==> src/rtl/slurm16_reset_pkg.sv <==
// Shared types for the slurm16 reset sequencer:
// sequencer states, reset-cause codes and counter sizing.
package slurm16_reset_pkg;

    typedef enum logic [1:0] {
        ST_WAIT_LOCK = 2'd0,
        ST_HOLD      = 2'd1,
        ST_RUN       = 2'd2,
        ST_SW_HOLD   = 2'd3
    } state_t;

    localparam logic [1:0] CAUSE_POR  = 2'b00;
    localparam logic [1:0] CAUSE_LOCK = 2'b01;
    localparam logic [1:0] CAUSE_SW   = 2'b10;
    localparam logic [1:0] CAUSE_WDT  = 2'b11;

    function automatic int cnt_width(input int n);
        return $clog2(n + 1);
    endfunction

endpackage

==> src/rtl/slurm16_sync2.sv <==
// Two-flop synchroniser with asynchronous reset to RESET_VAL;
// used for the PLL lock input and for reset deassertion.
module slurm16_sync2 #(
    parameter logic RESET_VAL = 1'b0
) (
    input  logic clk,
    input  logic rst,
    input  logic d,
    output logic q
);

    logic meta;

    always_ff @(posedge clk or posedge rst) begin
        if (rst) begin
            meta <= RESET_VAL;
            q    <= RESET_VAL;
        end else begin
            meta <= d;
            q    <= meta;
        end
    end

endmodule

==> src/rtl/slurm16_reset_seq.sv <==
// PLL-lock driven reset sequencer for the slurm16 core and peripherals.
// Optional watchdog: define SLURM16_RESET_SEQ_WDT_EN.
module slurm16_reset_seq
    import slurm16_reset_pkg::*;
#(
    parameter int LOCK_STABLE = 1024,
    parameter int HOLD_CYCLES = 10000,
    parameter int SW_PULSE    = 16,
    parameter int WDT_CYCLES  = 25125000
) (
    input  logic       CLK,
    input  logic       RST,
    input  logic       PLL_LOCK,
    input  logic       SW_RST_REQ,
    input  logic       WDT_KICK,
    output logic       CORE_RSTb,
    output logic       PERIPH_RSTb,
    output logic [1:0] RST_CAUSE,
    output logic       BUSY
);

    localparam int LW  = cnt_width(LOCK_STABLE);
    localparam int HW  = cnt_width(HOLD_CYCLES);
    localparam int SWW = cnt_width(SW_PULSE);

    localparam logic [LW-1:0]  LOCK_LAST = LW'(LOCK_STABLE - 1);
    localparam logic [HW-1:0]  HOLD_LAST = HW'(HOLD_CYCLES - 1);
    localparam logic [HW-1:0]  HALF_LAST =
        HW'((HOLD_CYCLES / 2 > 0) ? HOLD_CYCLES / 2 - 1 : 0);
    localparam logic [SWW-1:0] SW_LAST   = SWW'(SW_PULSE - 1);

    logic            rst_int;
    logic            lock_s;
    logic            lost;
    state_t          state;
    logic [LW-1:0]   lock_cnt;
    logic [HW-1:0]   hold_cnt;
    logic [SWW-1:0]  sw_cnt;

`ifdef SLURM16_RESET_SEQ_WDT_EN
    localparam int WW = cnt_width(WDT_CYCLES);
    localparam logic [WW-1:0] WDT_LAST = WW'(WDT_CYCLES - 1);
    logic [WW-1:0] wdt_cnt;
`else
    logic unused_wdt;
    assign unused_wdt = WDT_KICK ^ (WDT_CYCLES != 0);
`endif

    // Reset asserts at once, releases two clocks after RST falls.
    slurm16_sync2 #(.RESET_VAL(1'b1)) u_rst_sync (
        .clk (CLK),
        .rst (RST),
        .d   (1'b0),
        .q   (rst_int)
    );

    slurm16_sync2 #(.RESET_VAL(1'b0)) u_lock_sync (
        .clk (CLK),
        .rst (rst_int),
        .d   (PLL_LOCK),
        .q   (lock_s)
    );

    assign lost = !lock_s && (state != ST_WAIT_LOCK);

    always_ff @(posedge CLK or posedge rst_int) begin
        if (rst_int) begin
            state       <= ST_WAIT_LOCK;
            CORE_RSTb   <= 1'b0;
            PERIPH_RSTb <= 1'b0;
            RST_CAUSE   <= CAUSE_POR;
            BUSY        <= 1'b1;
            lock_cnt    <= '0;
            hold_cnt    <= '0;
            sw_cnt      <= '0;
`ifdef SLURM16_RESET_SEQ_WDT_EN
            wdt_cnt     <= '0;
`endif
        end else if (lost) begin
            state       <= ST_WAIT_LOCK;
            CORE_RSTb   <= 1'b0;
            PERIPH_RSTb <= 1'b0;
            RST_CAUSE   <= CAUSE_LOCK;
            BUSY        <= 1'b1;
            lock_cnt    <= '0;
        end else begin
            unique case (state)
                ST_WAIT_LOCK: begin
                    if (!lock_s) begin
                        lock_cnt <= '0;
                    end else if (lock_cnt == LOCK_LAST) begin
                        state    <= ST_HOLD;
                        hold_cnt <= '0;
                        lock_cnt <= '0;
                    end else begin
                        lock_cnt <= lock_cnt + LW'(1);
                    end
                end
                ST_HOLD: begin
                    if (hold_cnt == HALF_LAST)
                        PERIPH_RSTb <= 1'b1;
                    if (hold_cnt == HOLD_LAST) begin
                        state       <= ST_RUN;
                        CORE_RSTb   <= 1'b1;
                        PERIPH_RSTb <= 1'b1;
                        BUSY        <= 1'b0;
`ifdef SLURM16_RESET_SEQ_WDT_EN
                        wdt_cnt     <= '0;
`endif
                    end else begin
                        hold_cnt <= hold_cnt + HW'(1);
                    end
                end
                ST_RUN: begin
`ifdef SLURM16_RESET_SEQ_WDT_EN
                    if (WDT_KICK)
                        wdt_cnt <= '0;
                    else if (wdt_cnt != WDT_LAST)
                        wdt_cnt <= wdt_cnt + WW'(1);
                    // A kick in the expiry cycle wins.
                    if (!WDT_KICK && wdt_cnt == WDT_LAST) begin
                        state       <= ST_HOLD;
                        CORE_RSTb   <= 1'b0;
                        PERIPH_RSTb <= 1'b0;
                        BUSY        <= 1'b1;
                        RST_CAUSE   <= CAUSE_WDT;
                        hold_cnt    <= '0;
                    end else
`endif
                    if (SW_RST_REQ) begin
                        state     <= ST_SW_HOLD;
                        CORE_RSTb <= 1'b0;
                        BUSY      <= 1'b1;
                        RST_CAUSE <= CAUSE_SW;
                        sw_cnt    <= '0;
                    end
                end
                ST_SW_HOLD: begin
                    if (sw_cnt == SW_LAST) begin
                        state     <= ST_RUN;
                        CORE_RSTb <= 1'b1;
                        BUSY      <= 1'b0;
`ifdef SLURM16_RESET_SEQ_WDT_EN
                        wdt_cnt   <= '0;
`endif
                    end else begin
                        sw_cnt <= sw_cnt + SWW'(1);
                    end
                end
            endcase
        end
    end

endmodule

==> config.mk <==
export PLATFORM = sky130hd
export DESIGN_NAME = slurm16_reset_seq
export DESIGN_NICKNAME = d
export VERILOG_FILES = /design/src/rtl/slurm16_reset_pkg.sv /design/src/rtl/slurm16_sync2.sv /design/src/rtl/slurm16_reset_seq.sv
export SDC_FILE = /design/constraint.sdc
export NUM_CORES = 1
export LEC_CHECK = 0
export BUFFER_PORTS_ARGS = -buffer_cell sky130_fd_sc_hd__buf_2
export CAP_MARGIN = 20
export CORE_ASPECT_RATIO = 1.75
export CORE_MARGIN = 1
export CORE_UTILIZATION = 60
export CTS_CLUSTER_SIZE = 24
export DETAILED_ROUTE_END_ITERATION = 8
export PLACE_DENSITY = 0.84
export SLEW_MARGIN = 20
export SYNTH_ARGS = -nofsm -noshare
export SYNTH_HDL_FRONTEND = slang
export SYNTH_SLANG_ARGS = --single-unit
export TNS_END_PERCENT = 50
==> constraint.sdc <==
create_clock -name CLK -period 3.3 [get_ports CLK]
set_input_delay 0.165 -clock CLK [delete_from_list [all_inputs] [get_ports CLK]]
set_output_delay 0.165 -clock CLK [all_outputs]
set_load 0.05 [all_outputs]
**After elaboration in Yosys (flattened, before gate mapping)**

Cells that the tools add are included.

- Flip-flop bits (word level): 41
- Output and inout port bits: 5
- Word-level logic and storage cells: 86

- $add $sub $neg: 3
- Equal/unequal tests: 17
- Muxes and demuxes: 35
- Bitwise logic cells: 1
- Reduce and logical (&&, ||, !) cells: 18

Operators by type and width:

| operator | number |
|---|---|
| $mux 11 | 4 |
| $mux 14 | 3 |
| $pmux 14 s2 | 1 |
| $mux 2 | 9 |
| $add 14x1->14 const B | 1 |
| $eq 14x13->1 const B | 1 |
| $eq 14x14->1 const B | 1 |
| $reduce_bool 2->1 | 7 |
| $mux 1 | 12 |
| $ne 3x3->1 const B | 4 |
| $add 11x1->11 const B | 1 |
| $eq 11x10->1 const B | 1 |
| $mux 5 | 2 |
| $pmux 5 s2 | 1 |
| $reduce_and 5->1 | 2 |
| $ne 2x2->1 const B | 4 |
| $pmux 2 s4 | 1 |
| $reduce_and 4->1 | 2 |
| $pmux 1 s3 | 2 |
| $add 5x1->5 const B | 1 |
| $eq 5x4->1 const B | 1 |
| $eq 2x2->1 const B | 2 |
| $reduce_and 2->1 | 2 |
| $reduce_bool 4->1 | 1 |
| 8 further kinds | 8 |

**Logic depth before layout (Yosys ltp)**

- Word-level depth: 5
- Depth in mapped cells: 7
- Mapped depth without buffers: 7

**Hierarchy**

Synthesis repeated with hierarchy kept, for this count alone.

- Cell total of the unflattened synthesis: 224
- Area, all modules: 2184.6 sq um

By module, submodules not included:

| module | instances | cells an instance | area each (sq um) | seq. area each (sq um) |
|---|---|---|---|---|
| slurm16_reset_seq | 1 | 218 | 2074.5 | 927.1 |
| slurm16_sync2 (u_rst_sync) | 1 | 3 | 56.3 | 52.6 |
| slurm16_sync2 (u_lock_sync) | 1 | 3 | 53.8 | 50.0 |

**Worst setup path before layout**

Ideal clock, no wire load.

- Path kind: flip-flop to flip-flop
- From: register hold_cnt[11]
- To: register hold_cnt[0]
- Library setup time: 0.128 ns
- Data arrival time: 1.776 ns
- Data required time: 3.172 ns
- Setup slack: 1.397 ns
- Cell stages (with the launch flop): 5
- Clock period less this slack: 1.903 ns
- Cells stage by stage: dfrtp_1 or4_4 nor4b_4 o21ai_2 mux2_1

- Longest elaborated chain between the ends: 3

Ends and longest elaborated chain:

| item | RTL line | RTL |
|---|---|---|
| start: declaration | slurm16_reset_seq.sv:37 | `logic [HW-1:0] hold_cnt;` |
| start signal: assignment | slurm16_reset_seq.sv:111 | `hold_cnt <= hold_cnt + HW'(1);` |
| $eq 14x14->1 | slurm16_reset_seq.sv:102 | `if (hold_cnt == HOLD_LAST) begin` |
| $ne 2x2->1 (no source line) | n/a |  |
| $reduce_and 5->1 (no source line) | n/a |  |

No other way between the ends.
A chain may end at the register's enable or synchronous reset.

**Worst setup path in the final report**

Ends and elaborated chain as after synthesis.

==> summary.log <==
qor: routing.wl_per_cell 16.4 um
qor: global_routing.first_global_vias 1790
qor: global_routing.grt-ovfl-total 0
qor: placement.gp_congestion 0.831
qor: synthesis.synthFlopType dfrtp_1
qor: job.max_capacitance_violation_count 0
qor: routing.drtAntennaViolNets 0
qor: sta.final_max_slew_viol_count 0
qor: power.irDropWorstVdd 0.000312 V
qor: clock_tree.cts.sink_count 41
qor: placement.port_buffers 8
qor: final_layout.area.growth.synth_to_final 8.91%
qor: synthesis.synth.ff_latch_count 41
qor: final_layout.antenna-diode-count 0
qor: synthesis.synthTopCellsByArea dfrtp_1, nand2_1, dfstp_2
qor: global_routing.grt_start_max_net_pins 40
qor: floorplan.placementRows 29
qor: clock_tree.cts_tree built
qor: worst_setup_path.required 3.48 ns
qor: worst_setup_path.crit_arrival 2.36 ns
qor: clock_tree.cts_max_path_buffers 2
qor: global_routing.number_of_antenna_violations_at_the_first_check_in_global_routing 0
qor: synthesis.yosysTopAreaCell dfrtp_1
qor: hold_path.timing.hold.worst.class in2reg
qor: sta.finalClockSkew 0.00780 ns
qor: synthesis.async_reset_ff_share 100%
qor: worst_setup_path.crit_type reg2reg
qor: clock_tree.clkSlewWorstSetupHoldPaths 0.07 ns
qor: synthesis.post-synth-top-area-fraction 42.6%
qor: worst_setup_path.crit_path_end_kind register
qor: synthesis.number_of_flops_mapped_to_enable_cells_by_yosys 0
qor: floorplan.design.die.area 3980 um^2
qor: routing.detailedRoute.firstIterationViolations 34
qor: floorplan.coreArea 3590 um^2
qor: worst_setup_path.critical_r2r_launch hold_cnt[11]
qor: sta.slew_of_the_pin_with_the_lowest_slew_margin 0.551 ns
qor: synthesis.yosys.cell_count.top_type dfrtp_1
qor: synthesis.yosysWarningCount 0
qor: sta.final.setup.tns 0 ns
qor: global_routing.track_usage 28.0%
qor: worst_setup_path.worstReg2RegEnd hold_cnt[0]
qor: power.finalPower 0.879 mW
qor: final_layout.multiInputGateArea 1140 um^2
qor: floorplan.fp.dieH 82.7 um
qor: clock_tree.insertion_delay_of_the_later_clocked_pin_in_the_worst_skew_pair 0.29 ns
qor: sta.final_period_minus_worst_setup_slack 2.18 ns
qor: synthesis.synth_cell_count_leaders dfrtp_1, nand2_1, o21ai_0
qor: routing.first_pass_iters 4
qor: sta.clock.fmax 0.459 GHz
qor: sta.maxSlewHeadroom 63.1%
qor: worst_setup_path.crit_start hold_cnt[11]
qor: floorplan.starting_density_of_the_core 62.1%
qor: floorplan.die_width 48.1 um
qor: worst_setup_path.timing.critical_path.to hold_cnt[0]
qor: worst_setup_path.worstPathMaxFanout 8
qor: global_routing.grt_pass1_wl 7800 um
qor: synthesis.avgSynthCellArea 9.70 um^2
qor: outcome.outcome completed
qor: synthesis.seq_area_frac_synth 46.1%
qor: power.power_per_cell_area 362 nW/um^2
qor: sta.finalHoldViolations 0
qor: clock_tree.tritoncts.num_buffers 5
qor: placement.dpl.hpwl 3250 um
qor: sta.final_number_of_setup_violating_endpoints 0
qor: worst_setup_path.critPathLaunchType register
qor: routing.detail_route.drc_violations 0
qor: synthesis.postSynthNetCount 239
qor: final_layout.finish.net_count 251
qor: final_layout.area.sequential 1030 um^2
qor: sta.rsz0062_at_grt false
qor: synthesis.syn-instance-count 230
qor: floorplan.ioPinCount 10
qor: synthesis.yosys.cell_types.count 53
qor: clock_tree.cts_max_level 2
qor: routing.finalWirelength 4710 um
qor: routing.dr_total_vias 1847
qor: final_layout.fillCellCount 287
qor: final_layout.final_layout_size_suffix_gt1_share 13.6%
qor: worst_setup_path.depth_of_the_worst_register_to_register_path 4
qor: clock_tree.number_of_buffers_inserted_to_repair_setup_after_cts 0
qor: synthesis.netlist_area 2230 um^2
qor: clock_tree.cts-root-buf clkbuf_8
qor: routing.detail_routed_via_count_per_cell 6.41
qor: power.static-leakage-power 1.04 nW
qor: worst_setup_path.timing.reg2reg.setup_slack 1.12 ns
qor: sta.final_min_period_over_clock_period 66.0%
power breakdown:
group | switching (mW) | internal [mW]
logic | 0.0218 | 0.0131
clock network | 0.160 | 0.166
registers | 0.00809 | 0.510
total | 0.190 | 0.689
layer usage:
metal / wire length, um / part of all wire (%) / up-vias / global-route usage (%)
met5: 0 / 0 / - / 0
met4: 189 / 4.0 / 0 / 15.8
met3: 150 / 3.2 / 23 / 5.43
met2: 2530 / 54 / 48 / 46.6
met1: 1850 / 39 / 904 / 31.7
li1: - / - / 872 / -
per-stage QoR:
stage / std cells / area (um^2) / util, % / worst slack (ns) / hold slack, ns
after floorplan: 230 / 2230 / - / 1.40 / 0.0765
after global placement: 279 / 2320 / 64.7 / 1.15 / 0.180
after detailed placement: 279 / 2320 / 64.7 / 1.15 / 0.197
after CTS: 288 / 2430 / 67.7 / 1.12 / 0.332
after global routing: 288 / 2430 / 67.7 / 1.03 / 0.359
final: 288 / 2430 / 67.7 / 1.12 / 0.341
critical path, cell delays in order, from the launching register on:
cell	delay [ns]
dfrtp_1	0.45
or4_4	0.60
nor4b_4	0.51
o21ai_2	0.17
mux2_1	0.33
logic make-up after synthesis:
family | count (synthesis) | synth area share [%]
flops | 41 | 46.1
simple gates | 105 | 28.0
fa+ha+maj | 4 | 2.24
xor+xnor | 8 | 3.14
other cells | 1 | 0.168
buf+inv | 16 | 2.75
mux | 7 | 3.42
compound gates | 48 | 14.2
flip-flops by register name (all words and copies together) (netlist names):
register          cells
lock_cnt             11
u_lock_sync.q         1
hold_cnt             14
PERIPH_RSTb           1
state                 2
u_lock_sync.meta      1
BUSY                  1
u_rst_sync.q          1
sw_cnt                5
RST_CAUSE             2
CORE_RSTb             1
u_rst_sync.meta       1
cell usage in the layout (no fill, tap or decap), types with 4 or more instances in the layout:
master    instances
nor2_1           11
xnor2_1           8
clkbuf_8          6
nand2_1          23
ha_1              4
dfrtp_1          38
and2_1            6
and3_1            4
a21oi_1          11
inv_1             7
nor4_1            4
nor3_1            5
a31oi_1           4
nor2b_1           8
and4_1            4
nand4_1           9
buf_4             4
o21ai_0          12
nand3_1          11
buf_2             8
cell type report:
type | instances | area share, %
Multi-Input combinational cell | 173 | 46.9
Sequential cell | 41 | 42.4
Timing Repair Buffer | 14 | 3.71
Clock buffer | 7 | 3.55
Tap cell | 46 | 2.37
Inverter | 7 | 1.08
worst min path at each step:
stage | from | to | slack [ns] | cells after the start
after floorplan | RST | u_rst_sync.meta | 0.08 | 1
after global placement | RST | u_rst_sync.meta | 0.18 | 2
after detailed placement | RST | u_rst_sync.q | 0.20 | 2
after CTS | SW_RST_REQ | RST_CAUSE[1] | 0.33 | 4
after global routing | SW_RST_REQ | RST_CAUSE[1] | 0.36 | 4
final | SW_RST_REQ | RST_CAUSE[1] | 0.34 | 4
timing repair:
| item | 4_1_cts | 5_1_grt |
|---|---|---|
| hold buffers | 2 | 0 |
| resized for setup | 0 | 0 |
| endpoints found under the hold margin | 3 | 0 |
| setup endpoints to repair | 0 | 0 |
Note: power is estimated with default switching activity, not from simulation.
